## src/rtl/fifo_pkg.sv

```systemverilog
// fifo_pkg: shared constants and elaboration helpers for the parametrised FIFO
package fifo_pkg;
  localparam int FIFO_FWFT = 1;
  localparam int FIFO_REG = 0;
  function automatic int clog2(input int v);
    int r;
    r = 0;
    for (int i = 0; i < 31; i++) if ((1 << r) < v) r++;
    return r;
  endfunction
  function automatic bit th_ok(input int aw, input int af, input int ae);
    return af >= 1 && af <= (1 << aw) && ae >= 0 && ae < (1 << aw);
  endfunction
endpackage

```

## src/rtl/fifo_ptr_ctrl.sv

```systemverilog
// fifo_ptr_ctrl: pointers, occupancy count, level flags and sticky error flags
module fifo_ptr_ctrl
  import fifo_pkg::*;
#(
  parameter int AW = 4,
  parameter int AF_TH = 14,
  parameter int AE_TH = 2
) (
  input  logic          clk,
  input  logic          rst,
  input  logic          wr_i,
  input  logic          rd_i,
  input  logic          flush_i,
  input  logic          clr_err_i,
  output logic [AW-1:0] wp_o,
  output logic [AW-1:0] rp_o,
  output logic          wr_acc_o,
  output logic          rd_acc_o,
  output logic [AW:0]   count_o,
  output logic          full_o,
  output logic          empty_o,
  output logic          almost_full_o,
  output logic          almost_empty_o,
  output logic          overflow_o,
  output logic          underflow_o
);
  localparam logic [AW:0] DEPTH = (AW+1)'(1 << AW);
  localparam logic [AW:0] AF = (AW+1)'(AF_TH);
  localparam logic [AW:0] AE = (AW+1)'(AE_TH);
  logic [AW-1:0] wp_q, wp_d, rp_q, rp_d;
  logic [AW:0] cnt_q, cnt_d;
  logic ovf_q, ovf_d, unf_q, unf_d;
  assign full_o = cnt_q == DEPTH;
  assign empty_o = cnt_q == '0;
  assign almost_full_o = cnt_q >= AF;
  assign almost_empty_o = cnt_q <= AE;
  // flush outranks both requests, so acceptance is gated here once
  assign wr_acc_o = wr_i & ~full_o & ~flush_i;
  assign rd_acc_o = rd_i & ~empty_o & ~flush_i;
  always_comb begin
    wp_d = flush_i ? '0 : wp_q + AW'(wr_acc_o);
    rp_d = flush_i ? '0 : rp_q + AW'(rd_acc_o);
    cnt_d = flush_i ? '0 : cnt_q + (AW+1)'(wr_acc_o) - (AW+1)'(rd_acc_o);
    ovf_d = (wr_i & full_o) | (ovf_q & ~clr_err_i);
    unf_d = (rd_i & empty_o) | (unf_q & ~clr_err_i);
  end
  always_ff @(posedge clk or negedge rst) begin
    if (!rst) begin
      wp_q <= '0;
      rp_q <= '0;
      cnt_q <= '0;
      ovf_q <= 1'b0;
      unf_q <= 1'b0;
    end else begin
      wp_q <= wp_d;
      rp_q <= rp_d;
      cnt_q <= cnt_d;
      ovf_q <= ovf_d;
      unf_q <= unf_d;
    end
  end
  assign wp_o = wp_q;
  assign rp_o = rp_q;
  assign count_o = cnt_q;
  assign overflow_o = ovf_q;
  assign underflow_o = unf_q;
endmodule

```

## src/rtl/fifo_sync_param.sv

```systemverilog
// fifo_sync_param: single-clock FIFO with level flags, sticky errors and
// selectable show-ahead or registered read data
module fifo_sync_param
  import fifo_pkg::*;
#(
  parameter int DW = 8,
  parameter int AW = 4,
  parameter int AF_TH = 14,
  parameter int AE_TH = 2,
  parameter int FWFT = 1
) (
  input  logic          clk,
  input  logic          rst,
  input  logic          wr,
  input  logic [DW-1:0] din,
  input  logic          rd,
  output logic [DW-1:0] dout,
  input  logic          flush,
  input  logic          clr_err,
  output logic          full,
  output logic          empty,
  output logic          almost_full,
  output logic          almost_empty,
  output logic [AW:0]   count,
  output logic          dout_valid,
  output logic          overflow,
  output logic          underflow
);
  localparam int DEPTH = 1 << AW;
  if (!th_ok(AW, AF_TH, AE_TH)) begin : g_bad_th
    $error("fifo_sync_param: AF_TH/AE_TH out of range");
  end
  logic [DW-1:0] mem [DEPTH];
  logic [AW-1:0] wp, rp;
  logic wr_acc, rd_acc;
  logic [DW-1:0] dout_q, dout_d;
  logic dv_q;
  fifo_ptr_ctrl #(.AW(AW), .AF_TH(AF_TH), .AE_TH(AE_TH)) u_ctrl (
    .clk(clk), .rst(rst), .wr_i(wr), .rd_i(rd), .flush_i(flush), .clr_err_i(clr_err),
    .wp_o(wp), .rp_o(rp), .wr_acc_o(wr_acc), .rd_acc_o(rd_acc), .count_o(count),
    .full_o(full), .empty_o(empty), .almost_full_o(almost_full),
    .almost_empty_o(almost_empty), .overflow_o(overflow), .underflow_o(underflow)
  );
  always_ff @(posedge clk) begin
    if (wr_acc) mem[wp] <= din;
  end
  // registered path is pruned by synthesis when show-ahead is selected
  assign dout_d = rd_acc ? mem[rp] : dout_q;
  always_ff @(posedge clk or negedge rst) begin
    if (!rst) begin
      dout_q <= '0;
      dv_q <= 1'b0;
    end else begin
      dout_q <= dout_d;
      dv_q <= rd_acc;
    end
  end
  assign dout = (FWFT == FIFO_FWFT) ? mem[rp] : dout_q;
  assign dout_valid = (FWFT == FIFO_FWFT) ? ~empty : dv_q;
endmodule
```

## config.mk

```make
export PLATFORM = sky130hd
export DESIGN_NAME = fifo_sync_param
export DESIGN_NICKNAME = d
export VERILOG_FILES = /design/src/rtl/fifo_pkg.sv /design/src/rtl/fifo_ptr_ctrl.sv /design/src/rtl/fifo_sync_param.sv
export SDC_FILE = /design/constraint.sdc
export NUM_CORES = 1
export LEC_CHECK = 0
export CAP_MARGIN = 10
export CORE_MARGIN = 1.5
export CORE_UTILIZATION = 46
export CTS_CLUSTER_DIAMETER = 120
export DETAILED_ROUTE_END_ITERATION = 7
export GPL_TIMING_DRIVEN = 0
export SLEW_MARGIN = 40
export SYNTH_ARGS = -nofsm -noshare
export SYNTH_HDL_FRONTEND = slang
export SYNTH_SLANG_ARGS = --single-unit
```

## constraint.sdc

```tcl
create_clock -name clk -period 2.94 [get_ports clk]
set_clock_uncertainty 0.05 [all_clocks]
set_input_delay 0.294 -clock clk [delete_from_list [all_inputs] [get_ports clk]]
set_output_delay 0.294 -clock clk [all_outputs]
set_load 0.01 [all_outputs]
```

# After elaboration in Yosys (flattened, before gate mapping)
# Memory sizes are Yosys's and may differ from the RTL's.
# Cells that the tools add are included.
# classes
add_sub_neg	4
n_mul	0
div_mod_pow	0
magnitude_cmp	2
eq_ne	1
n_shift	0
n_mux	5
bitwise_logic	14
reduce_logical	1
# ops
cell	n
$add A4 B1 Y4	2
$and A1 B1 Y1	8
$mux W4	2
$add A5 B1 Y5	1
$eq A5 B5 Y1 const B	1
$ge A5 B4 Y1 const B	1
$le A5 B2 Y1 const B	1
$logic_not A5 Y1	1
$mux W5	1
$sub A5 B1 Y5	1
$not A1 Y1	4
$mux W1	2
$or A1 B1 Y1	2
# totals
regBits	15
latch_bits	0
ramBits	128
rom_bits	0
in_bits	14
wordCells	33
n_memories	1
# mem_list
name	depth	width	read_ports	rd_ports_with_merged_regs	write_ports	line	rtl
mem	16	8	1	0	1	fifo_sync_param.sv:33	logic [DW-1:0] mem [DEPTH];

# Longest topological paths before layout
# Gate-level depths: netlist of run 1.
# logic_depth
depth_word	7
ltp_mapped	14
depth_no_buf	14

# Modules after synthesis
# A second synthesis of run 1 with hierarchy kept.
# unflattened
cells_unflattened	305
area_unflattened_um2	5866.9
# modules_own_cells
mod	n_inst	cells_each	area_per_inst_um2
fifo_sync_param	1	222	4991.0
fifo_ptr_ctrl	1	83	875.8

# Worst setup path before layout of run 1
# OpenSTA, ideal clock, no wires.
# synth_timing
path_type	register -> register
start	register u_ctrl.cnt_q[2], in the netlist u_ctrl.count_o[2]
end	register u_ctrl.cnt_q[4], in the netlist u_ctrl.count_o[4]
setup_ns	0.132
t_arrival_ns	2.802
t_required_ns	2.758
path_slack_ns	-0.044
path_stages_with_launch	14
path_buffers	0
period_less_slack_ns	2.984
path_cell_list	dfrtp_1 inv_1 ha_1 nor4b_1 nor3b_1 ha_1 inv_1 ha_1 inv_1 fa_1 o21bai_1 a21oi_1 xnor2_1 nor2_1
# synth_between
word_cells_on_any_way	11
cone_classes	add/sub (2); eq/ne (1); mux (1); bitwise (6); reduce/logical (1)
# synth_lines
item	line	rtl
from (decl)	fifo_ptr_ctrl.sv:31	logic [AW:0] cnt_q, cnt_d;
from (signal assigned)	fifo_ptr_ctrl.sv:57	cnt_q <= cnt_d;
$logic_not A5 Y1	fifo_ptr_ctrl.sv:34	assign empty_o = cnt_q == '0;
via empty	fifo_sync_param.sv:21	output logic empty,
$not A1 Y1	fifo_ptr_ctrl.sv:39	assign rd_acc_o = rd_i & ~empty_o & ~flush_i;
$and A1 B1 Y1 (2 in a row)	fifo_ptr_ctrl.sv:39	
$sub A5 B1 Y5	fifo_ptr_ctrl.sv:43	cnt_d = flush_i ? '0 : cnt_q + (AW+1)'(wr_acc_o) - (AW+1)'(rd_acc_o);
$mux W5	fifo_ptr_ctrl.sv:43	
via u_ctrl.cnt_d[4]	fifo_ptr_ctrl.sv:31	
# The timed path passes the listed nets, and every way through them passes these cells.

# Worst setup path after layout of run 1
# layout_timing
start	register u_ctrl.rp_q[0], in the netlist u_ctrl.rp_o[0]
end	output dout[1]
# layout_between
elab_chain_len	1
# layout_rtl
item	line	rtl
from (decl)	fifo_ptr_ctrl.sv:30	logic [AW-1:0] wp_q, wp_d, rp_q, rp_d;
from (signal assigned)	fifo_ptr_ctrl.sv:56	rp_q <= rp_d;
$mem_v2 Z16 W8	-	
to (decl)	fifo_sync_param.sv:17	output logic [DW-1:0] dout,
# No other way between the ends.

==> impl_metrics.csv, run 1 <==
group,metric,value,unit
status,status,"complete, no violations",
route,viasPerCell,5.42,
critical_path,cp_top_family,"buffers and inverters",
synthesis,avgSynthCellArea,19.1,µm²
power,vdd_drop_max,0.461,mV
route,wire_per_inst,21.2,µm
cells_and_area,n_antenna_cell,0,
critical_path,cp.buffers_inverters,3,
min_path,hold_class,"in -> async",
synthesis,ys_async_sr_fraction,0.105,
floorplanning,fp.dieArea,13500,µm²
critical_path,cp.required,2.60,ns
global_route,grt-ovfl-total,0,
cells_and_area,drive_gt1_frac,0.236,
route,routed_wl,11700,µm
floorplanning,die_h,116,µm
power,p_per_area,785,nW/µm²
route,vias,2995,
sta,relSlewSlack,0.430,
cts,max-clock-path-buffers,2,
route,first_iter_violations,267,
synthesis,ys_seq_elements,143,
cts,clockRootBuffer,"clkbuf_16",
sta,finalWorstSetupSlack,0.0784,ns
route,drc,0,
critical_path,arrival,2.52,ns
critical_path,crit_type,"reg -> out",
cts,htreeDepth,4,
floorplanning,dieWidth,116,µm
critical_path,start_kind,"flip-flop",
global_route,grtUsageTotal,0.189,
synthesis,syn_inst,308,
synthesis,synth_edf_count,128,
sta,setup_violations,0,
cells_and_area,finish.utilization,0.575,
placed_design,port_buffers,33,
floorplanning,coreArea,12600,µm²
critical_path,max_stage_delay,0.60,ns
synthesis,synth_nets,338,
cts,path_clk_slew,0.06,ns
floorplanning,initial_utilization,0.468,
critical_path,cp_slowest_cell,"mux4_1",
critical_path,crit_chain,"buf_6, buf_8, mux4_1, a22oi_2, nand2_1, clkdlybuf4s50_1",
cts,tritoncts,"yes",
cts,numCtsBuffers,17,
cells_and_area,multi_input_area,1600,µm²
synthesis,synth_ff_type,"edfxtp_1",
sta,finalSetupTns,0,ns
floorplanning,rows,41,
sta,fmax,0.349,GHz
synthesis,synth_seq_area_share,0.717,
cells_and_area,nets,398,
power,p_leak,2.50,nW
critical_path,worstSetupEndpointType,"output port",
cts,clock-sinks,143,
sta,final.period_utilization,0.973,
global_route,antenna_found_initial,0,
synthesis,yosysWarningCount,0,
sta,rsz0062_at_grt,"true",
placed_design,pre_cts_slack,-0.255,ns
sta,tightest_slew,0.850,ns
global_route,grt_max_degree,17,
floorplanning,num_io_pins,34,
synthesis,synth_area,5890,µm²
cts,clkLatencyLatePin,0.41,ns
route,first_pass_iters,4,
synthesis,ys_types,32,
sta,finalHoldViolations,0,
cells_and_area,syn_to_final_growth,22.7,%
cells_and_area,regArea,4220,µm²
critical_path,critPathMaxFanout,10,
sta,slew_violations,0,
placed_design,dpl.hpwl,7660,µm
cells_and_area,fillCellCount,982,
sta,post-route-min-period,2.86,ns
route,ant_nets,0,
placed_design,gp_congestion,0.731,
run,drv_cap,0,
global_route,grt_pass1_wl,17400,µm
global_route,grt_pass1_vias,2996,
cell usage after synthesis (4+ instances only):
| cell type | n | area (µm²) |
|---|---|---|
| nand2_1 | 13 | 48.8 |
| mux4_2 | 18 | 405 |
| inv_1 | 12 | 45.0 |
| nor3_1 | 4 | 20.0 |
| nor2b_1 | 7 | 43.8 |
| nor2_1 | 22 | 82.6 |
| xnor2_1 | 5 | 43.8 |
| ha_1 | 15 | 188 |
| mux4_1 | 14 | 368 |
| a22oi_1 | 16 | 120 |
| dfrtp_1 | 15 | 375 |
| edfxtp_1 | 128 | 3840 |
cell type report:
| class | instances | share of cell area |
|---|---|---|
| Sequential cell | 143 | 0.584 |
| Multi-Input combinational cell | 139 | 0.222 |
| Clock buffer | 19 | 0.0599 |
| Timing Repair Buffer | 41 | 0.0540 |
| Tap cell | 172 | 0.0298 |
| Clock inverter | 13 | 0.0268 |
| Buffer | 14 | 0.0171 |
| Inverter | 12 | 0.00624 |
through the flow:
step | instance area (µm²) | hold WS (ns) | std cells | power (mW)
2_1_floorplan | 5890 | -0.0516 | 308 | 2.98
3_5_place_dp | 6480 | 0.475 | 515 | 3.39
4_1_cts | 7120 | 0.272 | 548 | 5.68
3_3_place_gp | 6440 | 0.476 | 513 | 3.38
5_1_grt | 7220 | 0.316 | 553 | 5.90
6_report | 7220 | 0.285 | 553 | 5.67
state kept, by name, summed over array words and instances, names as in the netlist:
name / flops
u_ctrl.rp_o: 4
u_ctrl.overflow_o: 1
u_ctrl.underflow_o: 1
u_ctrl.wp_o: 4
u_ctrl.count_o: 5
mem: 128
path summary, 6_finish.rpt:
path / startpoint / cells past startpoint / endpoint / slack, ns
setup / recovery: u_ctrl.rp_o[0] / 6 / dout[1] / 0.08
hold / removal: rst / 2 / u_ctrl.wp_o[0] / 0.28
setup reg to reg: u_ctrl.count_o[3] / 8 / mem[1][2] / 0.20
hold reg to reg: u_ctrl.underflow_o / 2 / u_ctrl.underflow_o / 0.49
max in group asynchronous: rst / 2 / u_ctrl.count_o[2] / 2.24
min in group clk: rd / 3 / u_ctrl.underflow_o / 0.42
cell families after synthesis:
logic type | count (synthesis) | share of synthesized area
muxes | 32 | 0.131
xor gates and xnor gates | 7 | 0.0104
buffers and inverters | 26 | 0.0255
and+or+nand+nor | 60 | 0.0521
AOI/OAI and AO/OA | 24 | 0.0285
DFF | 143 | 0.717
adders and majority gates | 16 | 0.0353
where the power goes:
part           total (mW)  leakage (nW)  internal, mW  switching, mW
logic                1.06         0.844         0.582          0.475
registers            2.35          1.35          2.28         0.0625
clock network        2.27         0.306          1.49          0.778
total                5.67          2.50          4.36           1.32
cells in the final DEF (no fill, tap or decap), types with 2 or more instances in the layout:
cell type / Yosys / final
edfxtp_1: 128 / 128
clkdlybuf4s50_1: 0 / 29
mux4_2: 18 / 18
clkbuf_16: 0 / 17
mux4_1: 14 / 14
ha_1: 15 / 14
dfrtp_1: 15 / 14
nand2_1: 13 / 13
inv_1: 12 / 12
nor2_1: 22 / 12
a22oi_1: 16 / 12
nor2_2: 0 / 10
nor2b_1: 7 / 7
buf_4: 2 / 6
xnor2_1: 5 / 5
buf_2: 3 / 5
bufinv_16: 0 / 5
clkbuf_1: 3 / 4
a22oi_2: 0 / 4
nor3_2: 0 / 4
clkinv_2: 0 / 4
a21oi_1: 3 / 3
buf_8: 0 / 3
clkdlybuf4s25_2: 3 / 3
nand3_1: 3 / 3
nand3b_1: 3 / 3
dlymetal6s2s_1: 0 / 3
o21bai_1: 2 / 2
nand2b_1: 2 / 2
xor2_1: 2 / 2
o21ai_0: 2 / 2
clkinv_1: 0 / 2
timing repair:
action,4_1_cts,5_1_grt
setup endpoints to repair,9,8
endpoints found under the hold margin,0,15
pin swaps,1,4
gates resized for setup,4,14
hold buffers,0,1
setup buffers,1,4
routing by layer:
| metal | vias to the layer above | part of all wire | track usage |
|---|---|---|---|
| met5 | - | 0 | 0 |
| met4 | 0 | 0.010 | 0.0724 |
| met3 | 12 | 0.046 | 0.0467 |
| met2 | 85 | 0.48 | 0.295 |
| met1 | 1553 | 0.46 | 0.261 |
| li1 | 1345 | - | - |
No activity file was read; power rests on OpenSTA's default activity.
==> run 2: changes to the inputs <==
CAP_MARGIN = 5   (was 10)
CTS_CLUSTER_SIZE = 40   (was default)
==> results of run 2 <==
The final DEF is identical to that of run 1; final timing and power are the same.
